<file path="src/rtl/uart_word_assembler.sv">
// uart_word_assembler: rebuilds 16-bit words (high byte first) from the
// uart_receiver byte strobes and presents them on a valid/ready register
// with sticky error flags.
// Optional: define UART_WORD_CHECKSUM_EN to require a third byte equal to
// hi^lo per word (adds WAIT_CK state and the cks_flag output).
module uart_word_assembler #(
    parameter int TIMEOUT_CYCLES = 200000,
    parameter int TO_W           = 18
) (
    input  logic        clk,
    input  logic        reset,
    input  logic [7:0]  Rx_DATA,
    input  logic        Rx_VALID,
    input  logic        Rx_FERROR,
    input  logic        Rx_PERROR,
    output logic [15:0] word_out,
    output logic        word_valid,
    input  logic        word_ready,
    input  logic        err_clr,
    output logic        ferr_flag,
    output logic        perr_flag,
    output logic        to_flag,
`ifdef UART_WORD_CHECKSUM_EN
    output logic        cks_flag,
`endif
    output logic        ovf_flag
);

    localparam logic [1:0] WAIT_HI = 2'd0;
    localparam logic [1:0] WAIT_LO = 2'd1;
`ifdef UART_WORD_CHECKSUM_EN
    localparam logic [1:0] WAIT_CK = 2'd2;
`endif
    localparam logic [TO_W-1:0] TO_LIM = TO_W'(TIMEOUT_CYCLES);
    localparam bit              TO_EN  = (TIMEOUT_CYCLES != 0);

    logic [1:0]      state_q, state_d;
    logic [7:0]      hi_q, hi_d;
    logic [TO_W-1:0] cnt_q, cnt_d;
    logic            vld_prev_q, err_prev_q;
    logic [15:0]     word_q, word_d;
    logic            wvld_q, wvld_d;
    logic            ferr_q, perr_q, to_q, ovf_q;
    logic            ferr_d, perr_d, to_d, ovf_d;
`ifdef UART_WORD_CHECKSUM_EN
    logic [7:0]      lo_q, lo_d;
    logic            cks_q, cks_d;
`endif

    logic        byte_ev, err_ev, to_hit;
    logic        cmpl, load, to_set, cks_set;
    logic [15:0] cmpl_word;

    // One event per receiver byte / error, however long the level stays high.
    assign byte_ev = Rx_VALID & ~vld_prev_q;
    assign err_ev  = (Rx_FERROR | Rx_PERROR) & ~err_prev_q;
    assign to_hit  = TO_EN && (cnt_q >= TO_LIM);

    // Byte sequencing: error beats timeout, timeout beats a completing byte.
    always_comb begin
        state_d   = state_q;
        hi_d      = hi_q;
        cnt_d     = cnt_q;
        cmpl      = 1'b0;
        cmpl_word = {hi_q, Rx_DATA};
        to_set    = 1'b0;
        cks_set   = 1'b0;
`ifdef UART_WORD_CHECKSUM_EN
        lo_d      = lo_q;
`endif
        if (err_ev) begin
            state_d = WAIT_HI;
            cnt_d   = '0;
        end else if (state_q == WAIT_HI) begin
            if (byte_ev) begin
                hi_d    = Rx_DATA;
                cnt_d   = '0;
                state_d = WAIT_LO;
            end
        end else if (to_hit) begin
            // Stale high byte is dropped; a byte arriving now starts a new word.
            to_set = 1'b1;
            cnt_d  = '0;
            if (byte_ev) begin
                hi_d    = Rx_DATA;
                state_d = WAIT_LO;
            end else begin
                state_d = WAIT_HI;
            end
        end else if (byte_ev) begin
`ifdef UART_WORD_CHECKSUM_EN
            if (state_q == WAIT_LO) begin
                lo_d    = Rx_DATA;
                cnt_d   = '0;
                state_d = WAIT_CK;
            end else begin
                state_d = WAIT_HI;
                if (Rx_DATA == (hi_q ^ lo_q)) begin
                    cmpl      = 1'b1;
                    cmpl_word = {hi_q, lo_q};
                end else begin
                    cks_set = 1'b1;
                end
            end
`else
            cmpl    = 1'b1;
            state_d = WAIT_HI;
`endif
        end else if (cnt_q != {TO_W{1'b1}}) begin
            cnt_d = cnt_q + 1'b1;
        end
    end

    // Output register and sticky flags; a set in the same cycle beats err_clr.
    always_comb begin
        load   = cmpl & (~wvld_q | word_ready);
        wvld_d = load | (wvld_q & ~word_ready);
        word_d = load ? cmpl_word : word_q;
        ferr_d = (ferr_q & ~err_clr) | (err_ev & Rx_FERROR);
        perr_d = (perr_q & ~err_clr) | (err_ev & Rx_PERROR);
        to_d   = (to_q & ~err_clr) | to_set;
        ovf_d  = (ovf_q & ~err_clr) | (cmpl & ~load);
`ifdef UART_WORD_CHECKSUM_EN
        cks_d  = (cks_q & ~err_clr) | cks_set;
`endif
    end

    // State registers.
    always_ff @(posedge clk or negedge reset) begin
        if (!reset) begin
            state_q    <= WAIT_HI;
            hi_q       <= '0;
            cnt_q      <= '0;
            vld_prev_q <= 1'b0;
            err_prev_q <= 1'b0;
            word_q     <= '0;
            wvld_q     <= 1'b0;
            ferr_q     <= 1'b0;
            perr_q     <= 1'b0;
            to_q       <= 1'b0;
            ovf_q      <= 1'b0;
`ifdef UART_WORD_CHECKSUM_EN
            lo_q       <= '0;
            cks_q      <= 1'b0;
`endif
        end else begin
            state_q    <= state_d;
            hi_q       <= hi_d;
            cnt_q      <= cnt_d;
            vld_prev_q <= Rx_VALID;
            err_prev_q <= Rx_FERROR | Rx_PERROR;
            word_q     <= word_d;
            wvld_q     <= wvld_d;
            ferr_q     <= ferr_d;
            perr_q     <= perr_d;
            to_q       <= to_d;
            ovf_q      <= ovf_d;
`ifdef UART_WORD_CHECKSUM_EN
            lo_q       <= lo_d;
            cks_q      <= cks_d;
`endif
        end
    end

    assign word_out   = word_q;
    assign word_valid = wvld_q;
    assign ferr_flag  = ferr_q;
    assign perr_flag  = perr_q;
    assign to_flag    = to_q;
    assign ovf_flag   = ovf_q;
`ifdef UART_WORD_CHECKSUM_EN
    assign cks_flag   = cks_q;
`endif

endmodule

</file>
<file path="config.mk">
export PLATFORM = sky130hd
export DESIGN_NAME = uart_word_assembler
export DESIGN_NICKNAME = d
export VERILOG_FILES = /design/src/rtl/uart_word_assembler.sv
export SDC_FILE = /design/constraint.sdc
export NUM_CORES = 1
export LEC_CHECK = 0
export ABC_CLOCK_PERIOD_IN_PS = 5890
export CAP_MARGIN = 0
export CORE_UTILIZATION = 55
export DETAILED_ROUTE_END_ITERATION = 10
export DONT_BUFFER_PORTS = 1
export PLACE_DENSITY = 0.8
export SLEW_MARGIN = 20
export SYNTH_ARGS = -nofsm -noshare
export SYNTH_HDL_FRONTEND = slang
export SYNTH_SLANG_ARGS = --single-unit
</file>
<file path="constraint.sdc">
create_clock -name clk -period 5.89 [get_ports clk]
set_clock_uncertainty 0.2 [all_clocks]
set_input_delay 1.767 -clock clk [delete_from_list [all_inputs] [get_ports clk]]
set_output_delay 1.767 -clock clk [all_outputs]
set_load 0.01 [all_outputs]
</file>
==> run_results.csv <==
group,metric,value,unit
clock_network,clock_path_buffers,2,
detailed_routing,finalWirelength,4.39,mm
logic_synthesis,synth_cell_type_count,40,
logic_synthesis,synth_area,0.00224,mm²
grt,grtUsageTotal,22.6,%
cells_and_area,drive_gt1_share,19.2,%
clock_network,cts.sinks,50,
placed_design,place.gp.congestion,0.838,
logic_synthesis,ys_seq_area_share,55.9,%
pwr,ir_drop,0.000270,V
grt,grt_first_pass_wirelength,7.24,mm
logic_synthesis,synth_warnings,0,
timing,rsz0062_at_grt,"no",
detailed_routing,route.detailed.drc,0,
timing,max_freq,0.291,GHz
logic_synthesis,yosys.cell_count.top_type,"dfrtp_1",
clock_network,hold_buffers,0,
logic_synthesis,synthTopCellsByCount,"dfrtp_1 (50), mux2_2 (24), nand2_1 (18), nand3_1 (12), inv_1 (10)",
worst_setup_path,crit_fanout,16,
worst_setup_path,r2r_slack,3.33,ns
flow_run,cap_violations,0,
pwr,power.switching,0.233,mW
clock_network,cts_buffers,5,
logic_synthesis,yosysTopAreaCellShare,55.9,%
timing,min_period,3.44,ns
clock_network,cts_htree_levels,2,
floorplan,core_area,0.00377,mm²
timing,maxSlewViolCount,0,
logic_synthesis,avgSynthCellArea,11.6,µm²
worst_setup_path,end_kind,"flip-flop",
worst_hold_path,hold_end,"perr_flag$_DFF_PN0_",
worst_hold_path,worstHoldPathCells,1,
logic_synthesis,synth_area_leaders,"dfrtp_1 (56%), mux2_2 (12%), nand2_1 (3.0%), nand3_1 (2.7%), o211ai_1 (2.3%)",
timing,setup_slack,2.45,ns
grt,antenna_found_initial,0,
detailed_routing,dr.pass1.iters,4,
floorplan,row_count,22,
pwr,p_seq_share,59.3,%
floorplan,io_pins,36,
worst_setup_path,worstPathArrival,3.42,ns
pwr,power_frac_clock,28.2,%
placed_design,pre_cts_ws,2.12,ns
detailed_routing,detail-route-antenna-nets,0,
worst_setup_path,timing.rr.end,"word_out[10]$_DFFE_PN0P_",
worst_setup_path,startpoint_type,"input port",
worst_setup_path,cp.required,5.87,ns
pwr,swShare,27.9,%
clock_network,post-cts-setup-buffer-count,0,
grt,grt_max_degree,51,
placed_design,portBuffers,0,
floorplan,start_util,59.4,%
floorplan,die_y,65.8,µm
clock_network,cts_resized,0,
grt,grt-ovfl-total,0,
detailed_routing,wl_per_cell,18.2,µm
grt,grt_pass1_vias,1574,
run_status,outcome,"finished clean",
logic_synthesis,synth.largest_area_cell,"dfrtp_1",
logic_synthesis,synth-edff-count,0,
worst_hold_path,hp-class,"reg2reg",
pwr,combPwrFrac,12.5,%
clock_network,cts.reportedPaths.clkPinSlew,0.08,ns
logic_synthesis,syn-instance-count,193,
worst_hold_path,min_from,"err_prev_q$_DFF_PN0_",
pwr,power_density,354,mW/mm²
timing,finalSetupTns,0,ns
timing,slew_headroom,50.1,%
floorplan,die-area,0.00433,mm²
timing,setup_violations,0,
worst_setup_path,r2r-start,"cnt_q[14]$_DFFE_PN0P_",
clock_network,root_buffer,"clkbuf_8",
detailed_routing,first_iter_violations,78,
pwr,intPower,0.603,mW
logic_synthesis,syn-num-nets,210,
worst_setup_path,critPathKind,"in2reg",
floorplan,die_w,65.8,µm
cells_and_area,area_delta_synth_final,5.48,%
logic_synthesis,ys_async_sr_fraction,100,%
detailed_routing,viasPerCell,6.41,
timing,worst_pin_slew,0.749,ns
placed_design,dpl.hpwl,3.07,mm
cells_and_area,antenna_cells,0,
logic_synthesis,ys.flop_type,"dfrtp_1",
clock_network,cts_tree,"yes",
worst_setup_path,reg2reg_depth,5,
timing,finalHoldViolations,0,
cells_and_area,nets,209,
logic_synthesis,ys_ff_latch,50,
clock_network,clk_latency,0.30,ns
timing,min_period_over_period,58.4,%
pwr,p_leak,0.979,nW
detailed_routing,via_count,1546,
## worst max path at each step
stage | endpoint | startpoint
global route | word_out[14]$_DFFE_PN0P_ | Rx_PERROR
finish | word_out[10]$_DFFE_PN0P_ | Rx_PERROR
floorplan | word_out[5]$_DFFE_PN0P_ | Rx_PERROR
detailed placement | word_out[10]$_DFFE_PN0P_ | Rx_PERROR
global placement | word_out[0]$_DFFE_PN0P_ | Rx_PERROR
CTS | word_out[10]$_DFFE_PN0P_ | Rx_PERROR
## critical path, stage by stage
cell      delay, ns
o21bai_1       0.19
nand2_1        0.13
a21oi_1        0.23
and3_1         0.69
mux2_2         0.42
## area by class of cell
type                            count  area (µm²)
Clock inverter                      2        37.5
Timing Repair Buffer                1        7.51
Fill cell                         287        1410
Clock buffer                        6        72.6
Sequential cell                    50        1250
Tap cell                           48        60.1
Inverter                           10        37.5
Multi-Input combinational cell    124         896
## power groups by stage
stage | clock [mW] | sequential, mW | combinational, mW
floorplan | 0 | 0.480 | 0.0919
global placement | 0 | 0.496 | 0.0960
detailed placement | 0 | 0.503 | 0.105
CTS | 0.238 | 0.496 | 0.105
global route | 0.248 | 0.504 | 0.114
finish | 0.236 | 0.496 | 0.104
## flip-flops by register name (all words and copies together) (netlist names)
register	count
cnt_q	18
err_prev_q	1
ferr_flag	1
hi_q	8
ovf_flag	1
perr_flag	1
state_q	1
to_flag	1
vld_prev_q	1
word_out	16
word_valid	1
## stage by stage
| stage | std cells | power [mW] | cell area, µm² | utilization, % | hold WS, ns |
|---|---|---|---|---|---|
| finish | 241 | 0.836 | 2360 | 62.6 | 0.311 |
| global route | 241 | 0.866 | 2360 | 62.6 | 0.322 |
| CTS | 241 | 0.839 | 2360 | 62.6 | 0.309 |
| detailed placement | 233 | 0.608 | 2250 | 59.7 | 0.289 |
| global placement | 233 | 0.592 | 2250 | 59.7 | 0.260 |
| floorplan | 193 | 0.572 | 2240 | - | 0.242 |
## cells in the final DEF (no fill, tap or decap), types with 2 or more instances in the layout
cell type / count
o31ai_1: 7
nand2_1: 18
o211ai_1: 7
clkbuf_8: 5
o41ai_1: 3
o21ai_0: 6
a211o_1: 2
mux2_2: 24
nor2_1: 3
nand3_1: 12
o22ai_1: 3
nor3_1: 4
and2_1: 2
ha_1: 2
dfrtp_1: 50
or4_1: 3
nand4_1: 4
o311ai_0: 4
inv_1: 10
nand2b_1: 2
a21oi_1: 2
## metal layers
metal | global-route usage [%] | wire length, µm | part of all wire (%) | vias to the layer above
met4 | 10.3 | 103 | 2.3 | 0
li1 | - | - | - | 705
met2 | 38.5 | 2260 | 52 | 45
met3 | 6.38 | 226 | 5.1 | 13
met1 | 26.3 | 1800 | 41 | 783
met5 | 0 | 0 | 0 | -
## kinds of logic (layout without fill, tap and decap cells)
kind of cell | after synthesis | after routing | share of synthesized area (%)
xor gates and xnor gates | 1 | 1 | 0.391
AOI/OAI and AO/OA | 43 | 43 | 14.0
DFF | 50 | 50 | 55.9
and+or+nand+nor | 53 | 53 | 12.0
adders and majority gates | 2 | 2 | 1.12
buffers and inverters | 19 | 19 | 4.13
muxes | 25 | 25 | 12.5
Power figures use the tool's default switching activity.
==> edit 1 (same flow settings) <==
Build with the macro `UART_WORD_CHECKSUM_EN` defined.
--- a/src/rtl/uart_word_assembler.sv
+++ b/src/rtl/uart_word_assembler.sv
@@ -3,6 +3,8 @@
 // with sticky error flags.
 // Optional: define UART_WORD_CHECKSUM_EN to require a third byte equal to
 // hi^lo per word (adds WAIT_CK state and the cks_flag output).
+`define UART_WORD_CHECKSUM_EN
+
 module uart_word_assembler #(
     parameter int TIMEOUT_CYCLES = 200000,
     parameter int TO_W           = 18
Check against the original RTL (old outputs only; new: cks_flag): not equivalent (Yosys sat finds a counterexample within 4 cycles, from zero or initial values and one cycle with reset low).
==> edit 1 against the unedited design <==
- routed wire length increased by 26%
- sequential cell count increased by 10
- combinational power increased by 150%
- area after synthesis increased by 30%
- maximum frequency decreased by 3.0%
- synthesized cell count increased by 25%
- total power increased by 38%
- highest routed layer unchanged
- worst hold slack got worse by 0.019 ns
- sequential share of layout area decreased by 5.5 points
- final area increased by 34%
- count of clock-buffer cells in the layout increased by 4
- setup slack got worse by 0.11 ns
- critical path depth unchanged
==> edit 1: results (changes against the unedited design) <==
metric	value	unit	change
later-pin clock latency in the skew report	0.34	ns	was 0.30 ns
DP HPWL	3790	um	was 3073 um
clock-pin transition on the worst setup and hold timing paths	0.07	ns	
met1 usage	26.11	%	was 26.29%
outcome	finished clean		unchanged
P_int	0.8320	mW	was 0.6027 mW
global-route wire length before repair	8714	um	was 7238 um
Initial DRT Pass Iterations	4		unchanged
Slew @ Worst Pin	0.8583	ns	was 0.7486 ns
Resize count post-CTS	0		unchanged
Hold Crit Class	reg2reg		unchanged
top post-synthesis cells by area	dfrtp_1 52%, mux2_2 8.1%, mux2_4 5.2%, xnor3_1 4.6%, nand2_1 2.6%		was dfrtp_1 56%, mux2_2 12%, nand2_1 3.0%, nand3_1 2.7%, o211ai_1 2.3%
Worst path slowest cell	a211oi_4		was and3_1
P_sw	0.3257	mW	was 0.2332 mW
Post-Place Cells	306		was 233
initial DRC count	73		was 78
Final GP Congestion	0.8344		was 0.8382
postcts setup bufs	0		unchanged
Routed WL	5516	um	was 4393 um
top_reg_cell synth	dfrtp_1		unchanged
total CTS buffers	9		was 5
placed inst area	2972	um^2	was 2252 um^2
Port-buffer cells	0		unchanged
Inserted Diodes	0		unchanged
Critical Path Max Stage Delay	0.72	ns	was 0.69 ns
syn_nets	259		was 210
Reg with most FFs	cnt_q		unchanged
Unique masters post-synth	48		was 40
top cells by count, synth	60 x dfrtp_1, 21 x mux2_2, 20 x nand2_1		was 50 x dfrtp_1, 24 x mux2_2, 18 x nand2_1
Seq. pwr	0.546	mW	was 0.496 mW
GRT met3 Usage	5.622	%	was 6.379%
share of flip-flops with an asynchronous set or reset	100.0	%	unchanged
sequential area share after synthesis	51.61	%	was 55.87%
crit path max fanout	23		was 16
maximum VDD drop	0.1364	mV	was 0.2704 mV
drt via density	5.910		was 6.415
pre-CTS setup slack	2.121	ns	was 2.123 ns
Syn Area/Cell	12.02	um^2	was 11.60 um^2
number of flip-flops under the largest register name	18		unchanged
Global Route Usage Sum	21.64	%	was 22.63%
Clock Tree Buf Depth	2		unchanged
combinational cell fraction of total power	22.0	%	was 12.5%
grt met2 use	35.34	%	was 38.52%
overall via count from detail_route	1897		was 1546
H-tree levels	3		was 2
Pleak	1.453	nW	was 0.9791 nW
share of cells above drive strength 1	21.91	%	was 19.17%
final-layout fill cell count	394		was 287
pin count of the biggest net entering global routing	61		was 51
initial antenna violation count	0		unchanged
==> edit 1: cells by family after synthesis <==
kind of cell	share of synthesized area, %
and+or+nand+nor	13.46
muxes	13.68
DFF	51.61
xor gates and xnor gates	6.452
buffers and inverters	2.667
AOI/OAI and AO/OA	11.27
adders and majority gates	0.8601
==> edit 1: worst paths after layout <==
path | startpoint | endpoint | slack, ns | depth (start not counted)
min reg2reg | err_prev_q$_DFF_PN0_ | ferr_flag$_DFF_PN0_ | 0.29 | 1
min | err_prev_q$_DFF_PN0_ | ferr_flag$_DFF_PN0_ | 0.29 | 1
max in group asynchronous | reset | lo_q[7]$_DFFE_PN0P_ | 4.47 | 0
max reg2reg | cnt_q[15]$_DFFE_PN0P_ | cnt_q[11]$_DFFE_PN0P_ | 3.34 | 5
min in group asynchronous | reset | cnt_q[2]$_DFFE_PN0P_ | 0.92 | 0
max | Rx_PERROR | cnt_q[11]$_DFFE_PN0P_ | 2.34 | 5
==> edit 1: area by class of cell <==
cell class | instances | area (um^2) | share of cell area [%]
clock buffer | 10 | 137.6 | 4.353
clock inverter | 5 | 52.55 | 1.662
inverter | 12 | 45.04 | 1.425
tap | 70 | 87.58 | 2.770
sequential | 60 | 1501 | 47.49
multi-input combinational | 164 | 1338 | 42.30
==> edit 1: worst max-delay path, delay by kind of cell <==
family | cells | cell delay [ns]
and+or+nand+nor | 1 | 0.22
AOI/OAI and AO/OA | 4 | 1.60
==> edit 1: metal layers <==
layer  vias to the layer above  routed length [um]
li1                        893                   -
met1                       935                2351
met2                        61                2765
met3                         8                 297
met4                         0                 102
met5                         -                   0
==> edit 2 (config.mk and constraints unchanged) <==
Without the edit above. `hi_q` and `word_q` no longer have a reset.
--- a/src/rtl/uart_word_assembler.sv
+++ b/src/rtl/uart_word_assembler.sv
@@ -129,11 +129,9 @@
     always_ff @(posedge clk or negedge reset) begin
         if (!reset) begin
             state_q    <= WAIT_HI;
-            hi_q       <= '0;
             cnt_q      <= '0;
             vld_prev_q <= 1'b0;
             err_prev_q <= 1'b0;
-            word_q     <= '0;
             wvld_q     <= 1'b0;
             ferr_q     <= 1'b0;
             perr_q     <= 1'b0;
@@ -145,11 +143,9 @@
 `endif
         end else begin
             state_q    <= state_d;
-            hi_q       <= hi_d;
             cnt_q      <= cnt_d;
             vld_prev_q <= Rx_VALID;
             err_prev_q <= Rx_FERROR | Rx_PERROR;
-            word_q     <= word_d;
             wvld_q     <= wvld_d;
             ferr_q     <= ferr_d;
             perr_q     <= perr_d;
@@ -160,6 +156,11 @@
             cks_q      <= cks_d;
 `endif
         end
+    end
+
+    always_ff @(posedge clk) begin
+        hi_q   <= hi_d;
+        word_q <= word_d;
     end
 
     assign word_out   = word_q;
Check against the original RTL: differs if reset is asserted again (counterexample within 4 cycles, from zero or initial values and one cycle with reset low); with reset held inactive, the same outputs for 10 cycles.
==> edit 2 against the unedited design <==
- setup slack better by 0.033 ns
- routed wire length down 9.5%
- register-to-register slack worse by 0.10 ns
- first-iteration DRC count up 55%
- area after synthesis down 7.3%
- final area down 6.9%
- sequential cell count unchanged
- global-route usage up 0.080 points
- via count down 13%
Power is not compared: it rests on default switching activity, and its combinational part moved more than twofold at a synthesized area within 25%.
==> edit 2: results (changes against the unedited design) <==
metric	value	unit	change
share of flip-flops with an asynchronous set or reset	52.00	%	was 100.0%
initial DRC count	121		was 78
Global Route Usage Sum	22.71	%	was 22.63%
Reg2Reg Launch Point	cnt_q[14]$_DFFE_PN0P_		unchanged
Clock power frac	31.5	%	
Critical Path Max Stage Delay	0.71	ns	was 0.69 ns
postcts setup bufs	0		unchanged
grt met2 use	36.84	%	was 38.52%
Power Combinational	0.0435	mW	
Setup crit end	word_out[4]$_DFFE_PP_		was word_out[10]$_DFFE_PN0P_
register area	1371	um^2	was 1251 um^2
Synth Area in XOR/XNOR	0.8434	%	was 0.3911%
syn_nets	173		was 210
worst hold endpoint	word_out[15]$_DFFE_PP_		was perr_flag$_DFF_PN0_
HP Start	hi_q[7]$_DFFE_PP_		was err_prev_q$_DFF_PN0_
sequential area share after synthesis	66.02	%	was 55.87%
reg2reg setup slack	3.23	ns	was 3.33 ns
GRT met3 Usage	7.609	%	was 6.379%
compound-gate portion of the synthesized area	16.02	%	was 13.97%
Worst path slowest cell	nor3b_4		was and3_1
Max-slew headroom	45.49	%	was 50.09%
Unique masters post-synth	37		was 40
met1 usage	26.08	%	was 26.29%
initial antenna violation count	0		unchanged
top cells by count, synth	26 x dfrtp_1, 24 x edfxtp_1, 10 x inv_1, 10 x nand2_1		was 50 x dfrtp_1, 24 x mux2_2, 18 x nand2_1
final-layout fill cell count	263		was 287
crit path max fanout	16		unchanged
DP HPWL	2762	um	was 3073 um
number of synthesized flops with an enable pin	24		was 0
vias in the first global route	1353		was 1574
post-synthesis adder-cell area fraction	1.205	%	was 1.117%
drt wl/cell	19.49	um	was 18.23 um
area of the multi-input gates	629.4	um^2	was 895.9 um^2
Resize count post-CTS	0		unchanged
R2R cell count	4		was 5
clk tree area frac	4.326	%	was 4.661%
NonClk Buf Share	0.3415	%	was 0.3178%
post-synthesis mux area share	0	%	was 12.51%
overall via count from detail_route	1342		was 1546
P_int	0.4902	mW	
maximum VDD drop	0.1176	mV	
Final GP Congestion	0.8228		was 0.8382
global-route wire length before repair	6589	um	was 7238 um
top post-synthesis cells by area	edfxtp_1 35%, dfrtp_1 31%, o211ai_1 3.3%, o31ai_1 3.3%, nand3_1 2.2%		was dfrtp_1 56%, mux2_2 12%, nand2_1 3.0%, nand3_1 2.7%, o211ai_1 2.3%
comb_multi_in	89		was 124
pin count of the biggest net entering global routing	27		was 51
outcome	finished clean		unchanged
share of cells above drive strength 1	7.595	%	was 19.17%
worst hold path depth	0		was 1
[edit 2: per-stage QoR]
step | setup slack, ns | hold slack (ns) | total power, mW | area [um^2] | cells
after detailed placement | 1.911 | 0.2045 | 0.4461 | 2097 | 196
after CTS | 2.231 | 0.2241 | 0.6438 | 2192 | 204
after global routing | 2.371 | 0.2292 | 0.6635 | 2198 | 204
after floorplan | 1.645 | 0.2003 | 0.4347 | 2077 | 156
final | 2.481 | 0.2230 | 0.6416 | 2198 | 204
after global placement | 2.074 | 0.2008 | 0.4395 | 2097 | 196
[edit 2: routing by layer]
metal / up-vias / share of wire, % / wire (um)
met1: 662 / 37 / 1480
met2: 69 / 52 / 2085
met5: - / 0 / 0
met3: 16 / 6.4 / 254
li1: 595 / - / -
met4: 0 / 3.9 / 156
[edit 2: cells by family (layout without fill, tap and decap cells)]
group,count (synthesis),in the layout
buf+inv,17,19
fa+ha+maj,2,2
simple gates,44,44
xor+xnor,2,2
compound gates,41,41
flops,50,50
